--- src/rtl/sim_char_uart.sv ---
`default_nettype none
// ============================================================================
// Module      : sim_char_uart
// Description : Symbol capture and UART bridge. It qualifies the machine's
//               active-low symbol strobe SIMn and captures the four output
//               nibbles as one 16-bit word. Words are buffered in a small
//               FIFO and sent to the host as two 8N1 bytes, high byte first.
//
// Parameters  : CLK_DIV  - xtal_clk cycles per UART bit (4..65535)
//               FIFO_AW  - FIFO address width, depth = 2**FIFO_AW words
//               MIN_LOW  - synchronized low cycles that qualify a strobe
//
// Ports       : xtal_clk           in   system clock
//               init_n             in   asynchronous active-low reset
//               SIMn               in   symbol strobe, active low, async
//               X3n/Y3n/X2n/Y2n    in   machine output nibbles, active low
//               txd                out  UART serial output, idle high
//               busy               out  frame in progress
//               overflow           out  sticky, strobe found FIFO full
//               fifo_level         out  words currently buffered
//
// Revision    : 1.0 - initial release
// ============================================================================
module sim_char_uart #(
    parameter int CLK_DIV = 434,
    parameter int FIFO_AW = 3,
    parameter int MIN_LOW = 4
) (
    input  logic               xtal_clk,
    input  logic               init_n,
    input  logic               SIMn,
    input  logic [3:0]         X3n,
    input  logic [3:0]         Y3n,
    input  logic [3:0]         X2n,
    input  logic [3:0]         Y2n,
    output logic               txd,
    output logic               busy,
    output logic               overflow,
    output logic [FIFO_AW:0]   fifo_level
);

    localparam int                 c_DEPTH    = 2 ** FIFO_AW;
    localparam logic [FIFO_AW:0]   c_DEPTH_L  = (FIFO_AW + 1)'(c_DEPTH);
    localparam logic [FIFO_AW:0]   c_LVL_ONE  = (FIFO_AW + 1)'(1);
    localparam logic [FIFO_AW-1:0] c_PTR_ONE  = FIFO_AW'(1);
    localparam logic [15:0]        c_DIV_LAST = 16'(CLK_DIV - 1);
    localparam logic [7:0]         c_LOW_MAX  = 8'(MIN_LOW);
    localparam logic [7:0]         c_LOW_TGT  = 8'(MIN_LOW - 1);

    // ------------------------------------------------------------------
    // Input synchronizers. Data is inverted on entry so the synchronized
    // bus already holds the active-high capture word {X3,Y3,X2,Y2}.
    // SIMn chain resets high so a reset never looks like a strobe.
    // ------------------------------------------------------------------
    logic        r_simn_meta;
    logic        r_simn_sync;
    logic [15:0] r_data_meta;
    logic [15:0] r_data_sync;

    always_ff @(posedge xtal_clk or negedge init_n) begin
        if (!init_n) begin
            r_simn_meta <= 1'b1;
            r_simn_sync <= 1'b1;
            r_data_meta <= '0;
            r_data_sync <= '0;
        end else begin
            r_simn_meta <= SIMn;
            r_simn_sync <= r_simn_meta;
            r_data_meta <= ~{X3n, Y3n, X2n, Y2n};
            r_data_sync <= r_data_meta;
        end
    end

    // ------------------------------------------------------------------
    // Strobe qualification. The counter saturates at MIN_LOW, so the
    // MIN_LOW-1 -> MIN_LOW step happens once per low period; that step
    // is registered as the single event pulse.
    // ------------------------------------------------------------------
    logic [7:0] r_low_cnt;
    logic       r_event;

    always_ff @(posedge xtal_clk or negedge init_n) begin
        if (!init_n) begin
            r_low_cnt <= '0;
            r_event   <= 1'b0;
        end else begin
            if (r_simn_sync) begin
                r_low_cnt <= '0;
            end else if (r_low_cnt != c_LOW_MAX) begin
                r_low_cnt <= r_low_cnt + 8'd1;
            end
            r_event <= !r_simn_sync && (r_low_cnt == c_LOW_TGT);
        end
    end

    // ------------------------------------------------------------------
    // FIFO. A pop in the same cycle frees the slot being written, so a
    // push into a full FIFO is accepted when a pop coincides.
    // ------------------------------------------------------------------
    logic [15:0]        r_mem [c_DEPTH];
    logic [FIFO_AW-1:0] r_wr_ptr;
    logic [FIFO_AW-1:0] r_rd_ptr;
    logic [FIFO_AW:0]   r_level;
    logic               r_overflow;
    logic               w_full;
    logic               w_empty;
    logic               w_pop;
    logic               w_push;
    logic               w_drop;
    logic [15:0]        w_head;

    assign w_full  = (r_level == c_DEPTH_L);
    assign w_empty = (r_level == '0);
    assign w_push  = r_event && (!w_full || w_pop);
    assign w_drop  = r_event && w_full && !w_pop;
    assign w_head  = r_mem[r_rd_ptr];

    always_ff @(posedge xtal_clk) begin
        if (w_push) begin
            r_mem[r_wr_ptr] <= r_data_sync;
        end
    end

    always_ff @(posedge xtal_clk or negedge init_n) begin
        if (!init_n) begin
            r_wr_ptr   <= '0;
            r_rd_ptr   <= '0;
            r_level    <= '0;
            r_overflow <= 1'b0;
        end else begin
            if (w_push) begin
                r_wr_ptr <= r_wr_ptr + c_PTR_ONE;
            end
            if (w_pop) begin
                r_rd_ptr <= r_rd_ptr + c_PTR_ONE;
            end
            case ({w_push, w_pop})
                2'b10:   r_level <= r_level + c_LVL_ONE;
                2'b01:   r_level <= r_level - c_LVL_ONE;
                default: r_level <= r_level;
            endcase
            if (w_drop) begin
                r_overflow <= 1'b1;
            end
        end
    end

    // ------------------------------------------------------------------
    // Transmit FSM
    // ------------------------------------------------------------------
    typedef enum logic [1:0] {
        ST_IDLE  = 2'd0,
        ST_START = 2'd1,
        ST_DATA  = 2'd2,
        ST_STOP  = 2'd3
    } state_t;

    state_t      r_state;
    logic [15:0] r_word;
    logic [6:0]  r_shift;
    logic [15:0] r_baud;
    logic [2:0]  r_bit_idx;
    logic        r_byte_idx;
    logic        r_txd;
    logic        r_busy;
    logic        w_baud_end;
    logic [7:0]  w_cur_byte;

    assign w_baud_end = (r_baud == c_DIV_LAST);
    assign w_cur_byte = r_byte_idx ? r_word[7:0] : r_word[15:8];

    // The end of the second stop bit pops the next word directly so that
    // consecutive words run back to back without an idle cycle.
    assign w_pop = !w_empty &&
                   ((r_state == ST_IDLE) ||
                    ((r_state == ST_STOP) && w_baud_end && r_byte_idx));

    always_ff @(posedge xtal_clk or negedge init_n) begin
        if (!init_n) begin
            r_state    <= ST_IDLE;
            r_word     <= '0;
            r_shift    <= '0;
            r_baud     <= '0;
            r_bit_idx  <= '0;
            r_byte_idx <= 1'b0;
            r_txd      <= 1'b1;
            r_busy     <= 1'b0;
        end else begin
            case (r_state)
                ST_IDLE: begin
                    r_txd <= 1'b1;
                    if (w_pop) begin
                        r_word     <= w_head;
                        r_byte_idx <= 1'b0;
                        r_baud     <= '0;
                        r_txd      <= 1'b0;
                        r_busy     <= 1'b1;
                        r_state    <= ST_START;
                    end
                end
                ST_START: begin
                    if (w_baud_end) begin
                        r_baud    <= '0;
                        r_bit_idx <= '0;
                        r_txd     <= w_cur_byte[0];
                        r_shift   <= w_cur_byte[7:1];
                        r_state   <= ST_DATA;
                    end else begin
                        r_baud <= r_baud + 16'd1;
                    end
                end
                ST_DATA: begin
                    if (w_baud_end) begin
                        r_baud <= '0;
                        if (r_bit_idx == 3'd7) begin
                            r_txd   <= 1'b1;
                            r_state <= ST_STOP;
                        end else begin
                            r_bit_idx <= r_bit_idx + 3'd1;
                            r_txd     <= r_shift[0];
                            r_shift   <= {1'b0, r_shift[6:1]};
                        end
                    end else begin
                        r_baud <= r_baud + 16'd1;
                    end
                end
                ST_STOP: begin
                    if (w_baud_end) begin
                        r_baud <= '0;
                        if (!r_byte_idx) begin
                            r_byte_idx <= 1'b1;
                            r_txd      <= 1'b0;
                            r_state    <= ST_START;
                        end else if (w_pop) begin
                            r_word     <= w_head;
                            r_byte_idx <= 1'b0;
                            r_txd      <= 1'b0;
                            r_state    <= ST_START;
                        end else begin
                            r_txd   <= 1'b1;
                            r_busy  <= 1'b0;
                            r_state <= ST_IDLE;
                        end
                    end else begin
                        r_baud <= r_baud + 16'd1;
                    end
                end
                default: begin
                    r_txd   <= 1'b1;
                    r_busy  <= 1'b0;
                    r_state <= ST_IDLE;
                end
            endcase
        end
    end

    assign txd        = r_txd;
    assign busy       = r_busy;
    assign overflow   = r_overflow;
    assign fifo_level = r_level;

endmodule
`default_nettype wire

--- config.mk ---
export PLATFORM = sky130hd
export DESIGN_NAME = sim_char_uart
export DESIGN_NICKNAME = d
export VERILOG_FILES = /design/src/rtl/sim_char_uart.sv
export SDC_FILE = /design/constraint.sdc
export NUM_CORES = 1
export LEC_CHECK = 0
export ABC_AREA = 1
export CAP_MARGIN = 20
export CORE_MARGIN = 4
export CORE_UTILIZATION = 58
export CTS_BUF_LIST = sky130_fd_sc_hd__clkbuf_2
export DETAILED_ROUTE_END_ITERATION = 16
export PLACE_DENSITY = 0.76
export SLEW_MARGIN = 5
export SYNTH_ARGS = -nofsm -noshare
export SYNTH_HDL_FRONTEND = slang
export SYNTH_SLANG_ARGS = --single-unit
export TNS_END_PERCENT = 100
--- constraint.sdc ---
create_clock -name xtal_clk -period 3 [get_ports xtal_clk]
set_clock_uncertainty 0.1 [all_clocks]
set_input_delay 0.3 -clock xtal_clk [delete_from_list [all_inputs] [get_ports xtal_clk]]
set_output_delay 0.3 -clock xtal_clk [all_outputs]
set_load 0.01 [all_outputs]
==> metrics.txt <==
DP HPWL 11300 um; Slew @ Worst Pin 0.610 ns; Tot Pwr 8810 uW; status complete, no violations; post-synth top area cell edfxtp_1; clk_lat worst skew 0.85 ns; fmax 0.407 GHz; Cell Count, Final, Fillers Out 1204; setup violators final 0; Congestion Overflow GR 0; end point of the critical path r_mem[0][11]; reg-to-reg endpoint r_mem[0][11]; most common cell after layout, fill and taps aside nand2_1; Hold Path Class reg2reg; top-area cell type share of the netlist area 41.0%; maxcap violations 0; post-route ant nets 0; vias in the first global route 6155; Worst-path clk slew 0.11 ns; Yosys reg bits 229; register area share after synthesis 68.1%; post-layout net count 974; placeable core area 15800 um^2; CP Class reg2reg; most used flip-flop cell after synthesis edfxtp_1; Ys Warns 0; share of layout cells above drive strength 1 14.0%; cell row count 46; syn nets 887; post-layout util 67.5%; Mapped Cells 854; Post-Syn Area 9370 um^2; PortBufs 25; Post-CTS Resized 0; post-layout minimum cycle time 2.46 ns; final critical-path share of the clock period 81.9%; initial core utilization 59.2%; die area 18200 um^2; WL final 18000 um; crit path launch type flop; setup TNS 0 ns; Max Root-Sink Buffers 3; CTS Buf Count 56; global-route wire length before repair 29400 um; Req. time, crit path 3.36 ns; register cell area after layout 6370 um^2; Critical Path Fanout Max 16; RSZ-0062 raised after global routing false; drt pass-1 iters 5; worst hold slack 0.253 ns; Slew Viols, Final 0; commonest cells after routing, fill and taps aside 154 x nand2_1, 128 x edfxtp_1, 100 x o21ai_0; initial antenna violation count 1; Async SR Flop Fraction 44.1%; Synth area leaders edfxtp_1 41%, dfrtp_1 26%, nand2_1 6.2%; FILL cells 1214; placed instance count 1078; Avg Cell Area, Syn 11.0 um^2; DRC 0; multi-input logic area 2550 um^2; total global-route track usage 20.3%; Slew HR 59.3%; P_leak 0.00445 uW; number of synthesized flops with an enable pin 128; GP Congestion 0.819; Pwr Density 824 nW/um^2; root buf cell clkbuf_2; I/O pins 26; largest net degree at the start of global routing 66; post-DR vias/cell 5.23; die width 135 um; Reg2Reg Depth 12; final hold vios 0; CP startpoint r_baud[1]; clk sinks 229; CTS tree yes; Worst Path Arrival 2.82 ns; CTS H-tree lvls 2; setup slack, reg-to-reg 0.54 ns; VDD IR max 0.000488 V; Die Ht 135 um; Area Growth Syn to Fin 14.1%; Synth cell types 39; initial DRC count 470; via count 6294; RR Startpoint r_baud[1]; wire length per cell 15.0 um; crit end category flop
## per-layer routing
| metal | global-route usage (%) | vias to the layer above | wire (um) |
|---|---|---|---|
| met2 | 32.7 | 175 | 8410 |
| met5 | 0 | - | 0 |
| li1 | - | 3117 | - |
| met4 | 7.28 | 0 | 372 |
| met3 | 4.69 | 37 | 1190 |
| met1 | 27.5 | 2965 | 8030 |
## cell families (layout without fill, tap and decap cells)
| logic type | count (synthesis) | in the layout | synth area share [%] |
|---|---|---|---|
| simple gates | 317 | 317 | 14.7 |
| flops | 229 | 229 | 68.1 |
| compound gates | 174 | 174 | 10.1 |
| buf+inv | 114 | 247 | 4.72 |
| fa+ha+maj | 14 | 14 | 1.87 |
| xor+xnor | 6 | 6 | 0.561 |
| other cells | 0 | 1 | 0 |
## worst min-delay path by stage
stage	start	end	slack (ns)	depth (start not counted)
floorplan	init_n	busy	-0.1	0
global placement	r_data_meta[3]	r_data_sync[3]	0.23	0
detailed placement	r_data_meta[3]	r_data_sync[3]	0.24	0
CTS	r_data_meta[3]	r_data_sync[3]	0.26	0
global route	r_data_meta[10]	r_data_sync[10]	0.27	0
finish	r_data_meta[3]	r_data_sync[3]	0.25	0
## synthesized netlist by cell type (all sizes together), types with 4 or more instances
master and count:
a21oi 13, nor3 12, nor2 107, buf 13, inv 80, nand3 24
edfxtp 128, o21ai 117, clkbuf 17, nand4 6, nand2 162, o22ai 33
ha 14, dfrtp 98, xor2 6, clkinv 4
## final cells by class
cell class	instances	share of cell area, %
timing repair buffer	59	5.65
clock inverter	17	1.23
antenna	1	0.0234
tap	216	2.53
multi-input combinational	511	23.9
clock buffer	87	4.08
sequential	229	59.7
inverter	84	2.95
## critical path, stage by stage, from the launching register on
cell and delay (ns):
dfrtp_1 0.42, inv_1 0.08, ha_1 0.16, nand3_1 0.12, nor2_4 0.12, nand4_2 0.11, nand2_4 0.12, nand2_4 0.10
nand2_4 0.09, nand2_4 0.05, or2_4 0.27, nor2_2 0.08, buf_4 0.24
## timing repair
| action | 4_1_cts | 5_1_grt |
|---|---|---|
| hold endpoints to repair | 116 | 0 |
| buffers inserted | 0 | 0 |
| hold buffers | 20 | 0 |
## power breakdown
part	leakage (uW)	switching (uW)	internal (uW)
Clock	0.000425	1200	958
Sequential	0.00242	276	3610
Combinational	0.00161	1810	955
Total	0.00445	3290	5520
## sequential cells by signal (all words and copies together), names as in the netlist, 3 cells and up
signal	flops
fifo_level	4
r_baud	16
r_bit_idx	3
r_data_meta	16
r_data_sync	16
r_low_cnt	8
r_mem	128
r_rd_ptr	3
r_shift	7
r_word	16
r_wr_ptr	3
## through the flow
stage	area, um^2	setup WS (ns)
2_1_floorplan	9370	0.435
3_3_place_gp	9880	0.699
3_5_place_dp	9880	0.630
4_1_cts	10700	0.567
5_1_grt	10700	0.369
6_report	10700	0.543
No activity file was read; power rests on OpenSTA's default activity.
